### config.mk
export PLATFORM = sky130hd
export DESIGN_NAME = ram_arbiter_flat
export DESIGN_NICKNAME = d
export VERILOG_FILES = /design/src/rtl/ram_arbiter_if.sv /design/src/rtl/ram_arbiter.sv /design/src/flat_wrapper.sv
export SDC_FILE = /design/constraint.sdc
export NUM_CORES = 1
export LEC_CHECK = 0
export ABC_AREA = 1
export CAP_MARGIN = 15
export CORE_UTILIZATION = 30
export CTS_CLUSTER_SIZE = 8
export DETAILED_ROUTE_END_ITERATION = 10
export PLACE_DENSITY = 0.73
export SYNTH_ARGS = -nofsm -noshare
export SYNTH_HDL_FRONTEND = slang
export SYNTH_SLANG_ARGS = --single-unit
export TNS_END_PERCENT = 20
### constraint.sdc
create_clock -name clock -period 2.8 [get_ports clock]
set_input_delay 0.28 -clock clock [delete_from_list [all_inputs] [get_ports clock]]
set_output_delay 0.28 -clock clock [all_outputs]
set_load 0.005 [all_outputs]
### src/rtl/ram_arbiter_if.sv
// ram_arbiter_if: groups the CPU, loader and RAM-facing signals of the RAM arbiter.
// The slave modport is the arbiter's view. The master modport is the view of its
// surroundings: the CPU control unit, the program loader and the RAM.
interface ram_arbiter_if #(
  parameter int ADDR_W = 4,
  parameter int DATA_W = 8
);

  // CPU datapath side
  logic              cpu_t0;
  logic              cpu_hlt;
  logic [ADDR_W-1:0] cpu_addr;
  logic              cpu_ram_in;
  logic [DATA_W-1:0] cpu_wdata;
  logic              cpu_stall;

  // Program loader side
  logic              ldr_req;
  logic              ldr_valid;
  logic              ldr_we;
  logic [ADDR_W-1:0] ldr_addr;
  logic [DATA_W-1:0] ldr_wdata;
  logic              ldr_gnt;
  logic              ldr_ack;
  logic [DATA_W-1:0] ldr_rdata;

  // RAM side (asynchronous read, write on the arbiter's clock edge)
  logic [ADDR_W-1:0] ram_addr;
  logic              ram_we;
  logic [DATA_W-1:0] ram_wdata;
  logic [DATA_W-1:0] ram_rdata;

  // Sticky protocol error flag
  logic              arb_err;

  modport slave (
    input  cpu_t0, cpu_hlt, cpu_addr, cpu_ram_in, cpu_wdata,
    output cpu_stall,
    input  ldr_req, ldr_valid, ldr_we, ldr_addr, ldr_wdata,
    output ldr_gnt, ldr_ack, ldr_rdata,
    output ram_addr, ram_we, ram_wdata,
    input  ram_rdata,
    output arb_err
  );

  modport master (
    output cpu_t0, cpu_hlt, cpu_addr, cpu_ram_in, cpu_wdata,
    input  cpu_stall,
    output ldr_req, ldr_valid, ldr_we, ldr_addr, ldr_wdata,
    input  ldr_gnt, ldr_ack, ldr_rdata,
    input  ram_addr, ram_we, ram_wdata,
    output ram_rdata,
    input  arb_err
  );

endinterface : ram_arbiter_if

### src/rtl/ram_arbiter.sv
// ram_arbiter: shares the single program/data RAM between the CPU datapath and an
// external program loader.
//
// Behaviour:
// - The CPU normally owns the RAM.
// - A loader request freezes the CPU at an instruction boundary (T0), then grants
//   the loader a burst of read/write beats.
// - The RAM is then handed back to the CPU.
//
// All state advances on the falling clock edge, the same edge the control unit uses.
//
// Optional feature: define RAM_ARB_ERR_EN to build the sticky protocol checker
// behind arb_err. Without it, arb_err is tied low.
module ram_arbiter #(
  parameter int ADDR_W    = 4,  // RAM address width (MAR width)
  parameter int DATA_W    = 8,  // RAM data width
  parameter int MAX_BURST = 4   // loader beats per grant before forced release, >= 1
) (
  input logic            clock,  // state advances on negedge
  input logic            clear,  // asynchronous active-low reset
  ram_arbiter_if.slave   bus
);

  // Arbiter states
  localparam logic [1:0] S_CPU   = 2'd0;  // CPU owns the RAM
  localparam logic [1:0] S_DRAIN = 2'd1;  // CPU stalled, waiting for its instruction boundary
  localparam logic [1:0] S_LDR   = 2'd2;  // loader owns the RAM
  localparam logic [1:0] S_TURN  = 2'd3;  // one idle cycle while ownership returns to the CPU

  // The burst counter saturates at MAX_BURST, so it needs exactly this many bits.
  localparam int              CNT_W   = $clog2(MAX_BURST + 1);
  localparam logic [CNT_W-1:0] MAX_CNT = CNT_W'(MAX_BURST);

  // State and output registers
  logic [1:0]        r_state;
  logic [CNT_W-1:0]  r_burst_cnt;
  logic              r_fair;     // CPU must run one instruction before the next grant
  logic              r_forced;   // the current S_LDR exit was caused by the beat limit
  logic              r_stall;
  logic              r_gnt;
  logic              r_ack;
  logic [DATA_W-1:0] r_rdata;
  logic              r_err;

  // Combinational helpers
  logic [1:0]        w_next;
  logic              w_beat;
  logic [CNT_W-1:0]  w_cnt_inc;
  logic [CNT_W-1:0]  w_cnt_next;
  logic              w_limit;
  logic [ADDR_W-1:0] w_ram_addr;
  logic              w_ram_we;
  logic [DATA_W-1:0] w_ram_wdata;

  // Beats count only while the loader owns the RAM. Anything presented earlier is dropped.
  assign w_beat     = (r_state == S_LDR) && bus.ldr_valid;
  assign w_cnt_inc  = (r_burst_cnt == MAX_CNT) ? r_burst_cnt : r_burst_cnt + CNT_W'(1);
  assign w_cnt_next = w_beat ? w_cnt_inc : r_burst_cnt;
  // The beat that reaches the limit still completes, and the exit happens on the same
  // edge. While the CPU is halted it has nothing to run, so bursts are never cut short.
  assign w_limit    = (w_cnt_next == MAX_CNT) && !bus.cpu_hlt;

  // Next-state decode for the ownership FSM
  always_comb begin
    // NOTE: every signal assigned in a combinational block gets a default first, so no path through the case statement can infer a latch.
    w_next = r_state;
    case (r_state)
      S_CPU: begin
        if (bus.ldr_req && !r_fair) begin
          w_next = S_DRAIN;
        end
      end
      S_DRAIN: begin
        if (!bus.ldr_req) begin
          w_next = S_CPU;
        end else if (bus.cpu_t0 || bus.cpu_hlt) begin
          w_next = S_LDR;
        end
      end
      S_LDR: begin
        if (!bus.ldr_req || w_limit) begin
          w_next = S_TURN;
        end
      end
      S_TURN: begin
        w_next = S_CPU;
      end
      default: begin
        w_next = S_CPU;
      end
    endcase
  end

  // RAM port mux.
  // - S_CPU and S_DRAIN: the CPU drives the RAM, so an in-flight instruction can complete.
  // - S_LDR: the loader drives the RAM and CPU strobes are ignored.
  // - S_TURN: nothing writes.
  always_comb begin
    w_ram_addr  = bus.cpu_addr;
    w_ram_we    = bus.cpu_ram_in;
    w_ram_wdata = bus.cpu_wdata;
    case (r_state)
      S_LDR: begin
        w_ram_addr  = bus.ldr_addr;
        w_ram_we    = bus.ldr_valid && bus.ldr_we;
        w_ram_wdata = bus.ldr_wdata;
      end
      S_TURN: begin
        w_ram_we    = 1'b0;
      end
      default: begin
        w_ram_we    = bus.cpu_ram_in;
      end
    endcase
  end

  assign bus.ram_addr  = w_ram_addr;
  assign bus.ram_we    = w_ram_we;
  assign bus.ram_wdata = w_ram_wdata;

  // State register plus the stall and grant flags.
  // Both flags are decoded from the next state, so they are glitch-free and valid from
  // the first cycle in each state.
  always_ff @(negedge clock or negedge clear) begin
    if (!clear) begin
      // NOTE: sequential state uses non-blocking assignments so every flop samples pre-edge values regardless of statement order.
      r_state <= S_CPU;
      r_stall <= 1'b0;
      r_gnt   <= 1'b0;
    end else begin
      r_state <= w_next;
      r_stall <= (w_next != S_CPU);
      r_gnt   <= (w_next == S_LDR);
    end
  end

  // Burst counter, the forced-release flag and the fairness flag.
  // Together they guarantee that the CPU runs at least one instruction between
  // forced loader bursts.
  always_ff @(negedge clock or negedge clear) begin
    if (!clear) begin
      r_burst_cnt <= '0;
      r_fair      <= 1'b0;
      r_forced    <= 1'b0;
    end else begin
      case (r_state)
        S_CPU: begin
          // The first cycle away from T0 means the CPU has started an instruction.
          if (r_fair && !bus.cpu_t0) begin
            r_fair <= 1'b0;
          end
        end
        S_LDR: begin
          r_burst_cnt <= w_cnt_next;
          if (w_next == S_TURN) begin
            r_forced <= w_limit && bus.ldr_req;
          end
        end
        S_TURN: begin
          r_burst_cnt <= '0;
          r_fair      <= r_forced;
          r_forced    <= 1'b0;
        end
        default: begin
          r_burst_cnt <= r_burst_cnt;
        end
      endcase
    end
  end

  // Beat completion: the ack pulses for one cycle, and the read data is captured
  // alongside it.
  always_ff @(negedge clock or negedge clear) begin
    if (!clear) begin
      r_ack   <= 1'b0;
      r_rdata <= '0;
    end else begin
      r_ack <= w_beat;
      if (w_beat) begin
        r_rdata <= bus.ram_rdata;
      end
    end
  end

  assign bus.cpu_stall = r_stall;
  assign bus.ldr_gnt   = r_gnt;
  assign bus.ldr_ack   = r_ack;
  assign bus.ldr_rdata = r_rdata;

`ifdef RAM_ARB_ERR_EN
  // Sticky protocol checker. It flags either of two conditions:
  // - a loader beat offered without a grant;
  // - a CPU write strobe while the loader owns the RAM.
  always_ff @(negedge clock or negedge clear) begin
    if (!clear) begin
      r_err <= 1'b0;
    end else if ((bus.ldr_valid && !r_gnt) || (bus.cpu_ram_in && (r_state == S_LDR))) begin
      r_err <= 1'b1;
    end
  end
`else
  // Checker not built: the error flag is a constant.
  assign r_err = 1'b0;
`endif

  assign bus.arb_err = r_err;

endmodule : ram_arbiter

### src/flat_wrapper.sv
// flat-port wrapper written by rule: the top's interface ports become plain ports
module ram_arbiter_flat 
#(
  parameter int ADDR_W    = 4,                                  
  parameter int DATA_W    = 8,                   
  parameter int MAX_BURST = 4                                                        
)
  (clock, clear, bus_cpu_t0, bus_cpu_hlt, bus_cpu_addr, bus_cpu_ram_in, bus_cpu_wdata, bus_cpu_stall, bus_ldr_req, bus_ldr_valid, bus_ldr_we, bus_ldr_addr, bus_ldr_wdata, bus_ldr_gnt, bus_ldr_ack, bus_ldr_rdata, bus_ram_addr, bus_ram_we, bus_ram_wdata, bus_ram_rdata, bus_arb_err);
  ram_arbiter_if #(.ADDR_W(ADDR_W), .DATA_W(DATA_W)) bus_i ();
  input logic clock;
  input logic clear;
  input wire logic [$bits(bus_i.cpu_t0)-1:0] bus_cpu_t0;
  input wire logic [$bits(bus_i.cpu_hlt)-1:0] bus_cpu_hlt;
  input wire logic [$bits(bus_i.cpu_addr)-1:0] bus_cpu_addr;
  input wire logic [$bits(bus_i.cpu_ram_in)-1:0] bus_cpu_ram_in;
  input wire logic [$bits(bus_i.cpu_wdata)-1:0] bus_cpu_wdata;
  output wire logic [$bits(bus_i.cpu_stall)-1:0] bus_cpu_stall;
  input wire logic [$bits(bus_i.ldr_req)-1:0] bus_ldr_req;
  input wire logic [$bits(bus_i.ldr_valid)-1:0] bus_ldr_valid;
  input wire logic [$bits(bus_i.ldr_we)-1:0] bus_ldr_we;
  input wire logic [$bits(bus_i.ldr_addr)-1:0] bus_ldr_addr;
  input wire logic [$bits(bus_i.ldr_wdata)-1:0] bus_ldr_wdata;
  output wire logic [$bits(bus_i.ldr_gnt)-1:0] bus_ldr_gnt;
  output wire logic [$bits(bus_i.ldr_ack)-1:0] bus_ldr_ack;
  output wire logic [$bits(bus_i.ldr_rdata)-1:0] bus_ldr_rdata;
  output wire logic [$bits(bus_i.ram_addr)-1:0] bus_ram_addr;
  output wire logic [$bits(bus_i.ram_we)-1:0] bus_ram_we;
  output wire logic [$bits(bus_i.ram_wdata)-1:0] bus_ram_wdata;
  input wire logic [$bits(bus_i.ram_rdata)-1:0] bus_ram_rdata;
  output wire logic [$bits(bus_i.arb_err)-1:0] bus_arb_err;
  assign bus_i.cpu_t0 = bus_cpu_t0;
  assign bus_i.cpu_hlt = bus_cpu_hlt;
  assign bus_i.cpu_addr = bus_cpu_addr;
  assign bus_i.cpu_ram_in = bus_cpu_ram_in;
  assign bus_i.cpu_wdata = bus_cpu_wdata;
  assign bus_cpu_stall = bus_i.cpu_stall;
  assign bus_i.ldr_req = bus_ldr_req;
  assign bus_i.ldr_valid = bus_ldr_valid;
  assign bus_i.ldr_we = bus_ldr_we;
  assign bus_i.ldr_addr = bus_ldr_addr;
  assign bus_i.ldr_wdata = bus_ldr_wdata;
  assign bus_ldr_gnt = bus_i.ldr_gnt;
  assign bus_ldr_ack = bus_i.ldr_ack;
  assign bus_ldr_rdata = bus_i.ldr_rdata;
  assign bus_ram_addr = bus_i.ram_addr;
  assign bus_ram_we = bus_i.ram_we;
  assign bus_ram_wdata = bus_i.ram_wdata;
  assign bus_i.ram_rdata = bus_ram_rdata;
  assign bus_arb_err = bus_i.arb_err;
  ram_arbiter #(.ADDR_W(ADDR_W), .DATA_W(DATA_W), .MAX_BURST(MAX_BURST)) u_core (.clock(clock), .clear(clear), .bus(bus_i));
endmodule
Word level (Yosys, flattened, before mapping):

Index checks and enable logic that the tools add are counted.

* flip-flop bits (word level): 18
* input port bits: 40
* logic and storage cells: 51

* add/subtract/negate cells: 1
* equal/unequal tests: 9
* muxes and demuxes: 15
* reduce and logical (&&, ||, !) cells: 18

Operators by type and width (number)
* 2-bit == test (second input constant): 4
* 2-bit 2-to-1 mux: 4
* 8-bit 2-to-1 mux: 1
* 2-bit case mux with 4 select lines: 1
* 3-bit == test (second input constant): 2
* 1-bit logical AND: 6
* 3-bit 2-to-1 mux: 2
* 1-bit case mux with 2 select lines: 3
* 3-bit case mux with 2 select lines: 1
* 2-bit nonzero test: 3
* 1-bit logical NOT: 4
* 4-bit 2-to-1 mux: 1
* 2-bit AND reduction: 2
* 3-bit by 1-bit adder with 3-bit output (second input constant): 1
* 2-bit by 1-bit == test with 1-bit output (second input constant): 1
* 2-bit logical NOT: 1
* 1-bit logical OR: 2
* 1-bit 2-to-1 mux: 2
* 2-bit by 1-bit inequality test with 1-bit output (second input constant): 1
* 2-bit inequality test (second input constant): 1

Depth between registers and ports, before layout:

* word-level depth: 11
* depth in mapped cells: 13
* depth with buffers taken out: 13

==> metrics.md <==
| Metric | Value |
|---|---|
| Outcome | `complete, but fails checks` |
| Failing checks | `setup timing` |
| Syn_area_per_cell | `6.93 um^2` |
| H-Tree Depth | `1` |
| Count of final max-slew check failures | `0` |
| Net count after synthesis | `188` |
| Die span in y | `60.1 um` |
| Detail-routed via count per cell | `4.22` |
| Vias in the first global route | `~1100` |
| Register area | `450 um^2` |
| P_leak | `between 0.9 and 1 nW` |
| Share of cells above drive strength 1 | `roughly 22%` |
| Clock-pin slew on the worst setup and hold paths | `0.07 ns` |
| First drt pass iteration count | `4` |
| Area Growth Syn to Fin | `78.6%` |
| Number of remaining DRC errors | `0` |
| Max-cap violations | `0` |
| Final Hold Viols | `0` |
| Vias | `1135` |
| Crit start category | `flop` |
| Row count | `20` |
| Initial antenna violation count | `0` |
| Worst Path Arrival | `between 2 and 3 ns` |
| Async SR Flop Fraction | `100%` |
| Final WS setup | `-0.222 ns` |
| VDD IR max | `0.000439 V` |
| Flop pwr share | `29.4%` |
| Layout fillers | `302` |
| Total gr overflow | `0` |
| EDFF count, synth | `0` |
| IO Port Bufs | `63` |
| Setup crit end kind | `primary output` |
| Syn Std Cell Area | `just over 1000 um^2` |
| Clock root buffer | `clkbuf_4` |
| Die W | `60.1 um` |
| Yosys cell types | `21` |
| Final ANT Viol Nets | `0` |
| Num Clock Sinks | `18` |
| P per Cell Area | `845 nW/um^2` |
| Place WS | `-0.290 ns` |
| Top post-synthesis cells by count | `81 x nand2_1, 18 x dfrtn_1, 11 x inv_1` |
| I/O pin count | `65` |
| #FFs+latches synth | `18` |
| Register area share after synthesis | `44.5%` |
| CTS tree | `yes` |
| Final net count | `268` |
| Cell Int Power | `0.933 mW` |
| Clk pwr share | `10.5%` |
| Overall power | `1.53 mW` |
| Worst-Skew Late Latency | `0.29 ns` |
| Count leader, synth | `nand2_1` |
| Core area | `~3100 um^2` |
| Multi-input gate area | `504 um^2` |
| Worst path required time | `2.52 ns` |
| First-pass GRT wire length | `approximately 4800 um` |
| Syn Inst Count | `approximately 150` |
| # diodes | `0` |
| Setup repair after global routing missed its margin | `yes` |
| Routed WL | `2960 um` |
| Clock Skew | `0.000858 ns` |
| Combinational power share | `approximately three fifths` |
| Starting DRT DRC Count | `18` |
| Switching part of the total | `39.0%` |
| Largest net degree at the start of global routing | `19` |
| Critical path type | `reg -> out` |
| Wire per inst | `11.0 um` |
| Sw power | `roughly 0.60 mW` |
| Top cell type's share of synthesized area | `44.5%` |
| Area leader, netlist | `dfrtn_1` |
| Clock Tree Buf Depth | `2` |
| CTS Buf Count | `3` |
| GRT Util Overall | `18.0%` |
| Ys Warns | `0` |
| Max FO, Critical Path | `5` |
| Gpl congestion | `0.811` |
| Die area | `3610 um^2` |
| Hold_buf cts | `0` |
| Starting Density | `32.4%` |
| Post-synth top flop | `dfrtn_1` |
| Min-delay worst type | `reg -> reg` |
| Worst hold slack | `0.424 ns` |
| Largest cells by area after synthesis | `dfrtn_1 44%, nand2_1 30%, inv_1 4.1%` |
| Non-Filler Instances | `269` |
| Placed cells | `259` |
| Detailed Place HPWL | `2280 um` |
| Setup violators final | `13` |
[metrics by stage]
stage | area (um^2) | setup TNS, ns | util, %
after CTS | 1800 | -2.99 | 57.5
after global placement | 1750 | -4.38 | 56.0
final | 1810 | -2.63 | 57.8
after detailed placement | 1750 | -4.70 | 56.0
after floorplan | 1010 | 0 | -
after global routing | 1810 | -3.74 | 57.8
[timing repair]
action / in CTS / in global routing
buffers inserted: 6 / 0
pin swaps: 2 / 1
gates resized for setup: 74 / 3
setup endpoints to repair: 24 / 17
[layer usage]
layer / part of all wire [%] / GRT usage [%] / wire length (um) / up-vias
met1: 42 / 21.3 / 1240 / 511
li1: - / - / - / 602
met3: 2.2 / 3.46 / 65 / 2
met2: 55 / 31.4 / 1620 / 20
met4: 1.1 / 7.64 / 34 / 0
met5: 0 / 0 / 0 / -
[placed cells by master, fill, tap and decap left out]
master	synthesis	routed
clkbuf_4	0	3
dlymetal6s2s_1	0	1
a21oi_1	4	4
buf_12	0	1
o21ai_0	1	1
dfrtn_1	18	18
o211ai_1	1	1
nor2_2	3	2
buf_8	0	1
buf_4	1	11
inv_1	11	10
dlygate4sd2_1	0	11
buf_6	1	4
nand2_1	81	76
ha_1	2	2
clkdlybuf4s50_1	0	38
nand3_1	4	4
conb_1	1	1
nand4_1	1	1
inv_2	1	2
nor3_1	2	2
nand2_2	5	10
clkbuf_8	0	1
buf_2	0	13
a22o_1	1	1
nor2_1	4	4
nor2_4	1	2
[path summary, 6_finish.rpt]
check                                                     from                             endpoint  slack (ns)  cells after the start
max                                u_core.r_state[1]$_DFF_NN0_                     bus_ram_wdata[2]       -0.22                      7
min                        u_core.bus.ldr_rdata[2]$_DFFE_NN0N_  u_core.bus.ldr_rdata[2]$_DFFE_NN0N_        0.42                      2
max reg2reg                        u_core.r_state[1]$_DFF_NN0_         u_core.bus.ldr_gnt$_DFF_NN0_        1.00                     14
min reg2reg                u_core.bus.ldr_rdata[2]$_DFFE_NN0N_  u_core.bus.ldr_rdata[2]$_DFFE_NN0N_        0.42                      2
max in group asynchronous                                clear          u_core.r_state[0]$_DFF_NN0_        0.98                      2
min in group asynchronous                                clear         u_core.bus.ldr_ack$_DFF_NN0_        1.60                      2
[worst max-delay path: stages, from the launching register on]
cell and delay (ns):
dfrtn_1 0.47, inv_2 0.07, nor2_4 0.10, buf_12 0.12, buf_6 0.09, nand2_1 0.04, nand2_1 0.05, buf_2 0.10
[cells by family (layout without fill, tap and decap cells)]
| group | Yosys count | count (layout) | synth area share (%) |
|---|---|---|---|
| other cells | 1 | 1 | 0.370 |
| simple gates | 101 | 101 | 41.2 |
| flops | 18 | 18 | 44.5 |
| compound gates | 7 | 7 | 4.08 |
| fa+ha+maj | 2 | 2 | 2.47 |
| buf+inv | 17 | 96 | 7.42 |
[power groups by stage]
| stage | registers (mW) | clock network (mW) | logic (mW) |
|---|---|---|---|
| 3_5_place_dp | 0.454 | 0 | 0.924 |
| 5_1_grt | 0.465 | 0.177 | 1.03 |
| 4_1_cts | 0.450 | 0.167 | 0.918 |
| 2_1_floorplan | 0.459 | 0 | 0.414 |
| 3_3_place_gp | 0.453 | 0 | 0.911 |
| 6_report | 0.449 | 0.160 | 0.919 |
[state kept, by name, indices dropped and copies added, names as in the netlist]
name	count
u_core.bus.ldr_rdata	8
u_core.r_burst_cnt	3
u_core.r_state	2
u_core.bus.cpu_stall	1
u_core.bus.ldr_ack	1
u_core.bus.ldr_gnt	1
u_core.r_fair	1
u_core.r_forced	1
[final cells by class]
| class | count | share of cell area, % |
|---|---|---|
| repair buffers | 80 | 39.7 |
| multi-input cells | 111 | 27.9 |
| flip-flops and latches | 18 | 24.9 |
| well taps | 44 | 3.04 |
| inverters | 12 | 2.49 |
| clock buffers | 4 | 2.01 |
Power figures use the tool's default switching activity.
